### config.mk
export PLATFORM = sky130hd
export DESIGN_NAME = fifo_packer
export DESIGN_NICKNAME = d
export VERILOG_FILES = /design/src/rtl/fifo_packer.sv
export SDC_FILE = /design/constraint.sdc
export NUM_CORES = 1
export LEC_CHECK = 0
export ABC_CLOCK_PERIOD_IN_PS = 5180
export CELL_PAD_IN_SITES_DETAIL_PLACEMENT = 2
export CELL_PAD_IN_SITES_GLOBAL_PLACEMENT = 2
export CORE_UTILIZATION = 39
export DETAILED_ROUTE_END_ITERATION = 16
export PLACE_DENSITY_LB_ADDON = 0.1
export SLEW_MARGIN = 20
export SYNTH_ARGS = -nofsm -noshare
export SYNTH_HDL_FRONTEND = slang
export SYNTH_SLANG_ARGS = --single-unit
### constraint.sdc
create_clock -name clk -period 5.18 [get_ports clk]
set_input_delay 1.554 -clock clk [delete_from_list [all_inputs] [get_ports clk]]
set_output_delay 1.554 -clock clk [all_outputs]
set_load 0.02 [all_outputs]
### src/rtl/fifo_packer.sv
// rtl/fifo_packer.sv - drains a synchronous FIFO and packs PACK words into one wide valid/ready beat
// Partial beats are closed by an idle timeout or an explicit flush.
module fifo_packer #(
   parameter int WIDTH   = 8,
   parameter int PACK    = 4,
   parameter int TIMEOUT = 16
) (
   input  logic                    clk,
   input  logic                    rst,
   input  logic [WIDTH-1:0]        fifo_data,
   input  logic                    fifo_empty,
   output logic                    fifo_rd_en,
   input  logic                    flush,
   output logic [WIDTH*PACK-1:0]   out_data,
   output logic [PACK-1:0]         out_keep,
   output logic                    out_valid,
   input  logic                    out_ready,
   output logic [15:0]             pkt_count
);

   localparam int LW = $clog2(PACK + 1);
   localparam int TW = $clog2(TIMEOUT);
   localparam logic [LW:0]   PACK_C    = PACK[LW:0];
   localparam logic [LW-1:0] LAST_LANE = LW'(PACK - 1);
   localparam logic [TW-1:0] TIMER_LIM = TW'(TIMEOUT - 1);

   typedef enum logic {FILL, HOLD} state_t;

   state_t                  state;
   logic [LW-1:0]           lanes;
   logic                    rd_pending;
   logic [TW-1:0]           timer;
   logic [WIDTH*PACK-1:0]   acc;
   logic [WIDTH*PACK-1:0]   acc_next;
   logic [PACK-1:0]         part_keep;
   logic [LW:0]             in_flight;
   logic                    partial_close;

   // Count the word still in flight so the beat never over-subscribes its lanes.
   always_comb begin
      in_flight  = {1'b0, lanes} + {{LW{1'b0}}, rd_pending};
      fifo_rd_en = ~rst & (state == FILL) & ~fifo_empty & (in_flight < PACK_C);
   end

   always_comb begin
      acc_next = acc;
      for (int k = 0; k < PACK; k++) begin
         if (lanes == LW'(k)) acc_next[k*WIDTH +: WIDTH] = fifo_data;
      end
      part_keep = '0;
      for (int k = 0; k < PACK; k++) begin
         part_keep[k] = (LW'(k) < lanes);
      end
      partial_close = (state == FILL) && (lanes != '0) && !rd_pending && fifo_empty &&
                      (flush || (timer == TIMER_LIM));
   end

   always_ff @(posedge clk or posedge rst) begin
      if (rst) begin
         state      <= FILL;
         lanes      <= '0;
         rd_pending <= 1'b0;
         timer      <= '0;
         acc        <= '0;
         out_data   <= '0;
         out_keep   <= '0;
         out_valid  <= 1'b0;
         pkt_count  <= '0;
      end else begin
         rd_pending <= fifo_rd_en & ~fifo_empty;
         case (state)
            FILL: begin
               if (rd_pending) begin
                  timer <= '0;
                  lanes <= lanes + LW'(1);
                  if (lanes == LAST_LANE) begin
                     out_data  <= acc_next;
                     out_keep  <= '1;
                     out_valid <= 1'b1;
                     acc       <= '0;
                     state     <= HOLD;
                  end else begin
                     acc <= acc_next;
                  end
               end else if (partial_close) begin
                  // acc is cleared on every close, so unused lanes are already zero.
                  out_data  <= acc;
                  out_keep  <= part_keep;
                  out_valid <= 1'b1;
                  acc       <= '0;
                  state     <= HOLD;
               end else if (lanes == '0) begin
                  timer <= '0;
               end else if (timer != TIMER_LIM) begin
                  timer <= timer + TW'(1);
               end
            end
            HOLD: begin
               if (out_ready) begin
                  out_valid <= 1'b0;
                  out_keep  <= '0;
                  out_data  <= '0;
                  lanes     <= '0;
                  timer     <= '0;
                  pkt_count <= pkt_count + 16'd1;
                  state     <= FILL;
               end
            end
            default: state <= FILL;
         endcase
      end
   end

endmodule

[Word-level counts from Yosys, hierarchy flattened]
Cells that the tools add are included.
Cells by class
  bitwise operators: 7
  multiply operators: 0
  shift-type cells: 0
  add/sub/neg operators: 4
  div/mod/pow operators: 0
  mux-type cells: 35
  magnitude comparators: 5
  reduce and logical (&&, ||, !) cells: 14
  equality and inequality tests: 11
Operators by type and width (number)
  $mux 32: 7
  $pmux 32 s2: 1
  $mux 4: 8
  $mux 8: 4
  $add 16x1->16 const B: 1
  $pmux 4 s2: 2
  $ne 3x3->1 const B: 3
  $mux 1: 8
  $eq 3x2->1 const B: 2
  $lt 1x3->1 const A: 2
  $lt 2x3->1 const A: 2
  $mux 3: 2
  $pmux 3 s2: 1
  $reduce_and 2->1: 3
  $reduce_and 3->1: 2
  $add 3x1->4: 1
  $add 4x1->4 const B: 1
  $and 1x1->1: 4
  $eq 4x4->1 const B: 1
  $logic_and 1x1->1: 4
  $lt 4x3->1 const B: 1
  $ne 2x2->1 const B: 2
  $ne 4x3->1 const B: 1
  $ne 4x4->1 const B: 1
  9 further kinds: 12
Word-level totals
  memories kept: 0
  flip-flop bits (word level): 94
  memory bits (writable): 0
  output and inout port bits: 54
  memory bits (read-only): 0
  latch bits: 0

[Longest topological paths before layout]
Gate-level depths: netlist of run 1.
  depth after elaboration: 8
  depth in mapped cells: 9

[Worst setup path before layout of run 1]
OpenSTA, ideal clock, no wires.
  kind: input to output
  from: input fifo_empty
  to: output fifo_rd_en
  stages: 2
  required time: 3.626 ns
  setup slack: 1.226 ns
  path buffers: 0
  arrival time: 2.400 ns
  path through: or4_1 > a21oi_1
On the way
  cells in the longest elaborated chain, start to end: 3
RTL lines
  from (decl): RTL line 11  | input logic fifo_empty,
  $not 1->1: RTL line 42  | fifo_rd_en = ~rst & (state == FILL) & ~fifo_empty & (in_flight < PACK_C);
  $and 1x1->1 (2 in series): RTL line 42
  to (decl): RTL line 12  | output logic fifo_rd_en,
No other way between the ends.

[Worst setup path in the final report of run 1]
Same ends and word-level chain as after synthesis.

==> metrics.csv, run 1 <==
stage,metric,value,unit
run_status,outcome,"complete, no violations",
clock_network,clockBufferDepth,2,
placed_design,post-dp-hpwl,7.19,mm
route,dr.pass1.iters,4,
timing,finalClockSkew,0.00821,ns
route,avgViaCountPerCell,5.55,
grt,grt_usage,20.9,%
timing,setup_viol,0,
placed_design,gp_congestion,0.771,
synthesis,ys_seq_elements,94,
synthesis,synth-adder-area-share,1.47,%
timing,rsz0062_at_grt,no,
clock_network,cts_buffers,9,
synthesis,async_reset_ff_share,100,%
clock_network,clockRootBuffer,clkbuf_8,
clock_network,postCtsHoldBufs,0,
timing,tightest_slew,0.852,ns
power_and_ir_drop,max-vdd-ir-drop,0.201,mV
hold_path,hp-class,reg2reg,
synthesis,yosysWarnings,0,
grt,antenna_found_initial,0,
route,drcViolationCount,0,
synthesis,ys_types,50,
clock_network,cts_tree,built,
synthesis,synth_xor_area_share,3.10,%
synthesis,ys_seq_area_share,55.4,%
layout,diodes,0,
synthesis,synthSimpleGateAreaFrac,12.3,%
flow_run,cap_violations,0,
route,wl_per_cell,19.7,um
timing,tns,0,ns
worst_setup_path,critPathMaxFanout,4,
route,vias,3037,
placed_design,port_buffers,66,
timing,min_period,4.82,ns
timing,drv_slew,0,
timing,max_freq,0.207,GHz
die,pin_count,67,
worst_setup_path,crit_type,in2out,
synthesis,synth_mux_area_share,12.3,%
timing,fin_crit_sh,93.1,%
timing,slew-limit-headroom,42.9,%
timing,setup_ws,0.360,ns
grt,grt_max_degree,52,
layout,fillers,1041,
synthesis,synth-edff-count,0,
clock_network,clkLatencyLatePin,0.36,ns
die,row_count,37,
grt,grt_pass1_vias,3341,
grt,grt_pass1_wl,18.0,mm
grt,grt_overflow,0,
die,core-area,10400,sq um
clock_network,post-cts-setup-buffer-count,0,
route,wl,10.8,mm
die,dieWidth,106,um
route,drt_iter0_markers,84,
layout,areaGrowthSynthToFinish,23.8,%
synthesis,synth.cell_area,4240,sq um
worst_setup_path,cp-start-kind,input port,
clock_network,cts_resized,0,
clock_network,htree_levels,3,
timing,hold_violations,0,
synthesis,syn_inst,343,
die,start_util,40.7,%
worst_setup_path,crit_required,3.63,ns
synthesis,yosys_most_used_dff,dfrtp_1,
layout,drive_gt1_share,8.27,%
die,die_h,106,um
synthesis,syn_nets,361,
layout,final_nets,424,
synthesis,synth_top_family_by_area,compound AO/OA/AOI/OAI gates,
placed_design,pre_cts_ws,0.361,ns
clock_network,cts.sinks,94,
worst_setup_path,arrival,3.27,ns
synthesis,avgSynthCellArea,12.4,sq um
power_and_ir_drop,powerDensity,507,nW/um^2
synthesis,synth_compound_area_share,12.6,%
power_and_ir_drop,leakagePower,2.52,nW
route,ant_nets,0,
die,dieArea,11300,sq um
worst_setup_path,critPathCaptureType,output port,
clock_network,path_clk_slew,0.09,ns
-- synth_stat cells, types with 3 or more instances --
library cell | count | share of area, %
o21ai_0 | 5 | 0.59
a22o_1 | 25 | 5.2
inv_1 | 5 | 0.44
a21oi_1 | 5 | 0.59
o2bb2ai_1 | 17 | 3.5
nand3_1 | 8 | 0.94
ha_1 | 5 | 1.5
dfrtp_1 | 94 | 55
xnor2_1 | 12 | 2.5
nor2_1 | 6 | 0.53
nor4_1 | 3 | 0.44
mux2i_1 | 51 | 12
a31oi_1 | 3 | 0.44
xor2_1 | 3 | 0.62
and2_1 | 9 | 1.3
clkbuf_1 | 4 | 0.35
buf_2 | 9 | 1.1
nand2_1 | 34 | 3.0
nand4_1 | 5 | 0.74
nor2b_1 | 3 | 0.44
-- layout make-up --
| cell class | count | area [sq um] | share of cell area (%) |
|---|---|---|---|
| sequential | 94 | 2350 | 44.8 |
| multi-input combinational | 227 | 1780 | 33.9 |
| timing repair buffer | 69 | 696 | 13.2 |
| tap | 136 | 170 | 3.24 |
| clock buffer | 12 | 155 | 2.95 |
| clock inverter | 4 | 77.6 | 1.48 |
| inverter | 5 | 20.0 | 0.381 |
-- stage by stage --
| step | hold WS (ns) | cell area [sq um] | cells | power, mW | utilization (%) |
|---|---|---|---|---|---|
| 6_report | 0.470 | 5250 | 547 | 2.66 | 50.4 |
| 5_1_grt | 0.486 | 5250 | 547 | 2.81 | 50.4 |
| 4_1_cts | 0.478 | 5250 | 547 | 2.69 | 50.4 |
| 3_5_place_dp | 0.466 | 5020 | 531 | 2.11 | 48.2 |
| 3_3_place_gp | 0.461 | 5020 | 531 | 2.07 | 48.2 |
| 2_1_floorplan | 0.453 | 4240 | 343 | 1.72 | - |
-- logic make-up (layout without fill, tap and decap cells) --
group | count (synthesis) | count (layout)
AOI/OAI and AO/OA | 66 | 66
xor gates and xnor gates | 15 | 15
adders and majority gates | 5 | 5
buffers and inverters | 22 | 90
DFF | 94 | 94
muxes | 52 | 52
and+or+nand+nor | 89 | 89
-- layer usage --
metal	vias up	GRT usage, %	part of all wire (%)	wire length, um
li1	1367	-	-	-
met1	1611	26.9	46	4930
met2	49	35.6	50	5450
met3	10	3.80	2.5	268
met4	0	6.35	1.5	160
met5	-	0	0	0
-- report_power, final --
part | switching (mW) | internal (mW)
Clock | 0.265 | 0.302
Sequential | 0.187 | 0.921
Combinational | 0.536 | 0.451
-- path summary, 6_finish.rpt --
path / start / to / slack, ns / cells after the start
max: fifo_empty / fifo_rd_en / 0.36 / 4
max reg2reg: lanes[0]$_DFFE_PP0P_ / out_keep[0]$_DFFE_PP0P_ / 2.64 / 7
min in group asynchronous: rst / rd_pending$_DFF_PP0_ / 1.67 / 2
min reg2reg: pkt_count[15]$_DFFE_PP0P_ / pkt_count[15]$_DFFE_PP0P_ / 0.47 / 1
max in group asynchronous: rst / out_data[25]$_DFFE_PP0P_ / 2.78 / 3
min: pkt_count[15]$_DFFE_PP0P_ / pkt_count[15]$_DFFE_PP0P_ / 0.47 / 1
-- cell usage in the layout (no fill, tap or decap), types with 2 or more instances in the layout --
cell type        netlist  routed
a22o_1                25      25
nand2_1               34      34
nor4_1                 3       2
nor2_1                 6       6
o21ai_0                5       5
xor2_1                 3       3
nand3_1                8       8
nor2b_1                3       3
inv_1                  5       4
a31oi_1                3       3
nor3_2                 2       2
nand4_1                5       5
bufinv_16              0       2
nand2_4                2       2
a21oi_1                5       5
clkdlybuf4s50_1        0      66
nand2b_1               2       2
and3_1                 2       2
clkbuf_8               0      11
and2_1                 9       9
xnor2_1               12      12
nor4_2                 1       2
dfrtp_1               94      94
nor3_1                 2       2
mux2i_1               51      51
o2bb2ai_1             17      17
ha_1                   5       5
buf_4                  2       2
-- sequential cells by signal, summed over array words and instances (netlist names) --
| register | count |
|---|---|
| acc | 32 |
| lanes | 3 |
| out_data | 32 |
| out_keep | 4 |
| out_valid | 1 |
| pkt_count | 16 |
| rd_pending | 1 |
| state | 1 |
| timer | 4 |
-- critical path: stages --
cell	delay (ns)
clkdlybuf4s50_1	0.45
or4_1	0.51
a21oi_1	0.13
clkdlybuf4s50_1	0.61
No activity file was read; power rests on OpenSTA's default activity.
==> run 2, diff against run 1 <==
--- a/config.mk
+++ b/config.mk
@@ -6,6 +6,7 @@
 export NUM_CORES = 1
 export LEC_CHECK = 0
 export ABC_CLOCK_PERIOD_IN_PS = 5180
+export CAP_MARGIN = 20
 export CELL_PAD_IN_SITES_DETAIL_PLACEMENT = 2
 export CELL_PAD_IN_SITES_GLOBAL_PLACEMENT = 2
 export CORE_UTILIZATION = 39
==> results of run 2 <==
No change in the layout: final DEF, timing and power equal those of run 1.
==> run 3, diff against run 2 <==
--- a/config.mk
+++ b/config.mk
@@ -9,7 +9,8 @@
 export CAP_MARGIN = 20
 export CELL_PAD_IN_SITES_DETAIL_PLACEMENT = 2
 export CELL_PAD_IN_SITES_GLOBAL_PLACEMENT = 2
-export CORE_UTILIZATION = 39
+export CORE_UTILIZATION = 40
+export CTS_BUF_LIST = sky130_fd_sc_hd__clkbuf_4 sky130_fd_sc_hd__clkbuf_8
 export DETAILED_ROUTE_END_ITERATION = 16
 export PLACE_DENSITY_LB_ADDON = 0.1
 export SLEW_MARGIN = 20
==> run 3 against run 2 <==
Combinational power is 0.5% lower. Final cell count stayed put. Critical path depth stayed put. Setup slack lost 0.028 ns. Clock power is 8.1% lower. Non-clock buffer count did not move. Core utilization increased by 0.26 points. Sequential power hardly changed. Final area is 0.38% lower. Global-route usage is 0.31 points higher. Sequential share of layout area grew 0.17 points. Sequential cell count unchanged.
==> metrics.csv, run 3 (synthesized netlist as in run 1, its figures left out) <==
stage,metric,value,unit,change
route,drt_iter0_markers,106,,was 84
timing,setup_ws,0.332,ns,was 0.360 ns
worst_setup_path,crit_family,buffers and inverters,,unchanged
clock_network,postCtsHoldBufs,0,,unchanged
die,pin_count,67,,unchanged
layout,layout_common_cells,"dfrtp_1 (94), clkdlybuf4s50_1 (66), mux2i_1 (51)",,unchanged
hold_path,hp-class,reg2reg,,unchanged
timing,min_period,4.85,ns,was 4.82 ns
layout,multiInputGateArea,1780,sq um,unchanged
grt,grt_max_degree,53,,was 52
clock_network,htree_levels,3,,unchanged
die,start_util,41.1,%,was 40.7%
die,row_count,37,,unchanged
timing,max_freq,0.206,GHz,was 0.207 GHz
flow_run,cap_violations,0,,unchanged
clock_network,cts_resized,0,,unchanged
run_status,outcome,"complete, no violations",,unchanged
route,ant_nets,0,,unchanged
layout,drive_gt1_share,8.52,%,was 8.27%
layout,fillers,1007,,was 1041
timing,drv_slew,0,,unchanged
grt,grt_usage,21.2,%,was 20.9%
timing,setup_viol,0,,unchanged
timing,tns,0,ns,unchanged
worst_setup_path,critical_path.reg2reg.startpoint,lanes[0]$_DFFE_PP0P_,,unchanged
die,dieWidth,105,um,was 106 um
route,drcViolationCount,0,,unchanged
grt,grt_overflow,0,,unchanged
worst_setup_path,path_buf_inv,2,,unchanged
layout,areaGrowthSynthToFinish,23.3,%,was 23.8%
worst_setup_path,cp.depth,4,,unchanged
clock_network,cts_tree,built,,unchanged
timing,fin_crit_sh,93.6,%,was 93.1%
route,dr.pass1.iters,4,,unchanged
worst_setup_path,crit_top_cell,clkdlybuf4s50_1,,unchanged
timing,tightest_slew,0.919,ns,was 0.852 ns
clock_network,cts_buffers,9,,unchanged
power_and_ir_drop,leakagePower,2.51,nW,was 2.52 nW
grt,grt_pass1_wl,18.0,mm,about the same
power_and_ir_drop,powerDensity,498,nW/um^2,was 507 nW/um^2
die,core-area,10300,sq um,was 10400 sq um
timing,rsz0062_at_grt,no,,unchanged
route,avgViaCountPerCell,5.46,,was 5.55
worst_setup_path,crit_required,3.63,ns,about the same
placed_design,post-dp-hpwl,7.04,mm,was 7.19 mm
route,wl,10.7,mm,was 10.8 mm
route,vias,2984,,was 3037
worst_setup_path,critPathMaxFanout,4,,unchanged
timing,slew-limit-headroom,38.7,%,was 42.9%
hold_path,worstHoldStart,pkt_count[15]$_DFFE_PP0P_,,unchanged
hold_path,whs_path_depth,1,,unchanged
power_and_ir_drop,max-vdd-ir-drop,0.250,mV,was 0.201 mV
worst_setup_path,max_stage_delay,0.63,ns,was 0.61 ns
clock_network,clockRootBuffer,clkbuf_8,,unchanged
clock_network,path_clk_slew,0.10,ns,was 0.09 ns
worst_setup_path,critical_path.startpoint,fifo_empty,,unchanged
die,die_h,105,um,was 106 um
timing,hold_violations,0,,unchanged
worst_setup_path,rr_worst_depth,7,,unchanged
layout,top_regs,"acc x32, out_data x32, pkt_count x16",,unchanged
layout,final_nets,424,,unchanged
clock_network,cts.sinks,94,,unchanged
timing,hold-worst-slack,0.484,ns,was 0.470 ns
worst_setup_path,critPathCaptureType,output port,,unchanged
layout,diodes,0,,unchanged
timing,finalClockSkew,0.0166,ns,was 0.00821 ns
layout,layout_commonest_cell,dfrtp_1,,unchanged
grt,grt_pass1_vias,3255,,was 3341
route,wl_per_cell,19.5,um,was 19.7 um
worst_setup_path,arrival,3.29,ns,was 3.27 ns
placed_design,pre_cts_ws,0.342,ns,was 0.361 ns
worst_setup_path,crit_type,in2out,,unchanged
worst_setup_path,crit_chain,clkdlybuf4s50_1 -> or4_1 -> a21oi_1 -> clkdlybuf4s50_1,,unchanged
die,dieArea,11000,sq um,was 11300 sq um
clock_network,clockBufferDepth,2,,unchanged
power_and_ir_drop,finalPower,2.61,mW,was 2.66 mW
placed_design,gp_congestion,0.741,,was 0.771
placed_design,port_buffers,66,,unchanged
clock_network,post-cts-setup-buffer-count,0,,unchanged
worst_setup_path,slowest_stage,clkdlybuf4s50_1,,unchanged
clock_network,clkLatencyLatePin,0.37,ns,was 0.36 ns
grt,antenna_found_initial,0,,unchanged
layout,seq_area,2350,sq um,unchanged
worst_setup_path,cp-start-kind,input port,,unchanged
-- run 3: cell types whose count changed in the layout (fill, tap and decap cells not counted) --
cell / delta
bufinv_16: -1
clkbuf_1: -1
clkbuf_4: +1
clkbuf_8: -1
clkinv_4: +2
inv_6: -1
inv_8: +1
-- run 3: report_power, final --
| part | internal, mW | switching, mW | leakage (nW) |
|---|---|---|---|
| sequential | 0.921 | 0.185 | 1.28 |
| combinational | 0.450 | 0.532 | 1.12 |
| clock | 0.248 | 0.272 | 0.109 |
-- run 3: worst paths after layout --
path,to,slack (ns)
min in group asynchronous,rd_pending$_DFF_PP0_,1.72
setup reg to reg,out_data[14]$_DFFE_PP0P_,2.71
max in group asynchronous,acc[18]$_DFFE_PP0P_,2.73
hold / removal,pkt_count[15]$_DFFE_PP0P_,0.48
hold reg to reg,pkt_count[15]$_DFFE_PP0P_,0.48
setup / recovery,fifo_rd_en,0.33
-- run 3: metal layers --
metal  global-route usage (%)  part of all wire, %
met5                        0                    0
met3                     3.12                  1.7
met4                     7.14                  1.5
met2                     34.4                   50
met1                     29.0                   47
-- run 3: per-stage QoR --
step	util, %	area (sq um)	instances
final	50.7	5230	547
after global placement	48.6	5020	531
after floorplan	-	4240	343
after global routing	50.7	5230	547
after CTS	50.7	5230	547
after detailed placement	48.6	5020	531
-- run 3: worst reg2reg max path, cell delays in order, from the launching register on --
cell and delay, ns:
dfrtp_1 0.47, inv_1 0.23, ha_1 0.28, nor2b_4 0.23, nor4bb_1 0.08, buf_4 0.19, nor2_8 0.61, mux2i_1 0.31
-- run 3: layout make-up --
cell class	count	share of cell area, %
repair buffers	69	13.3
inverters	5	0.383
well taps	136	3.25
flip-flops and latches	94	45.0
clock buffers	11	2.77
multi-input cells	227	34.1
clock inverters	5	1.29
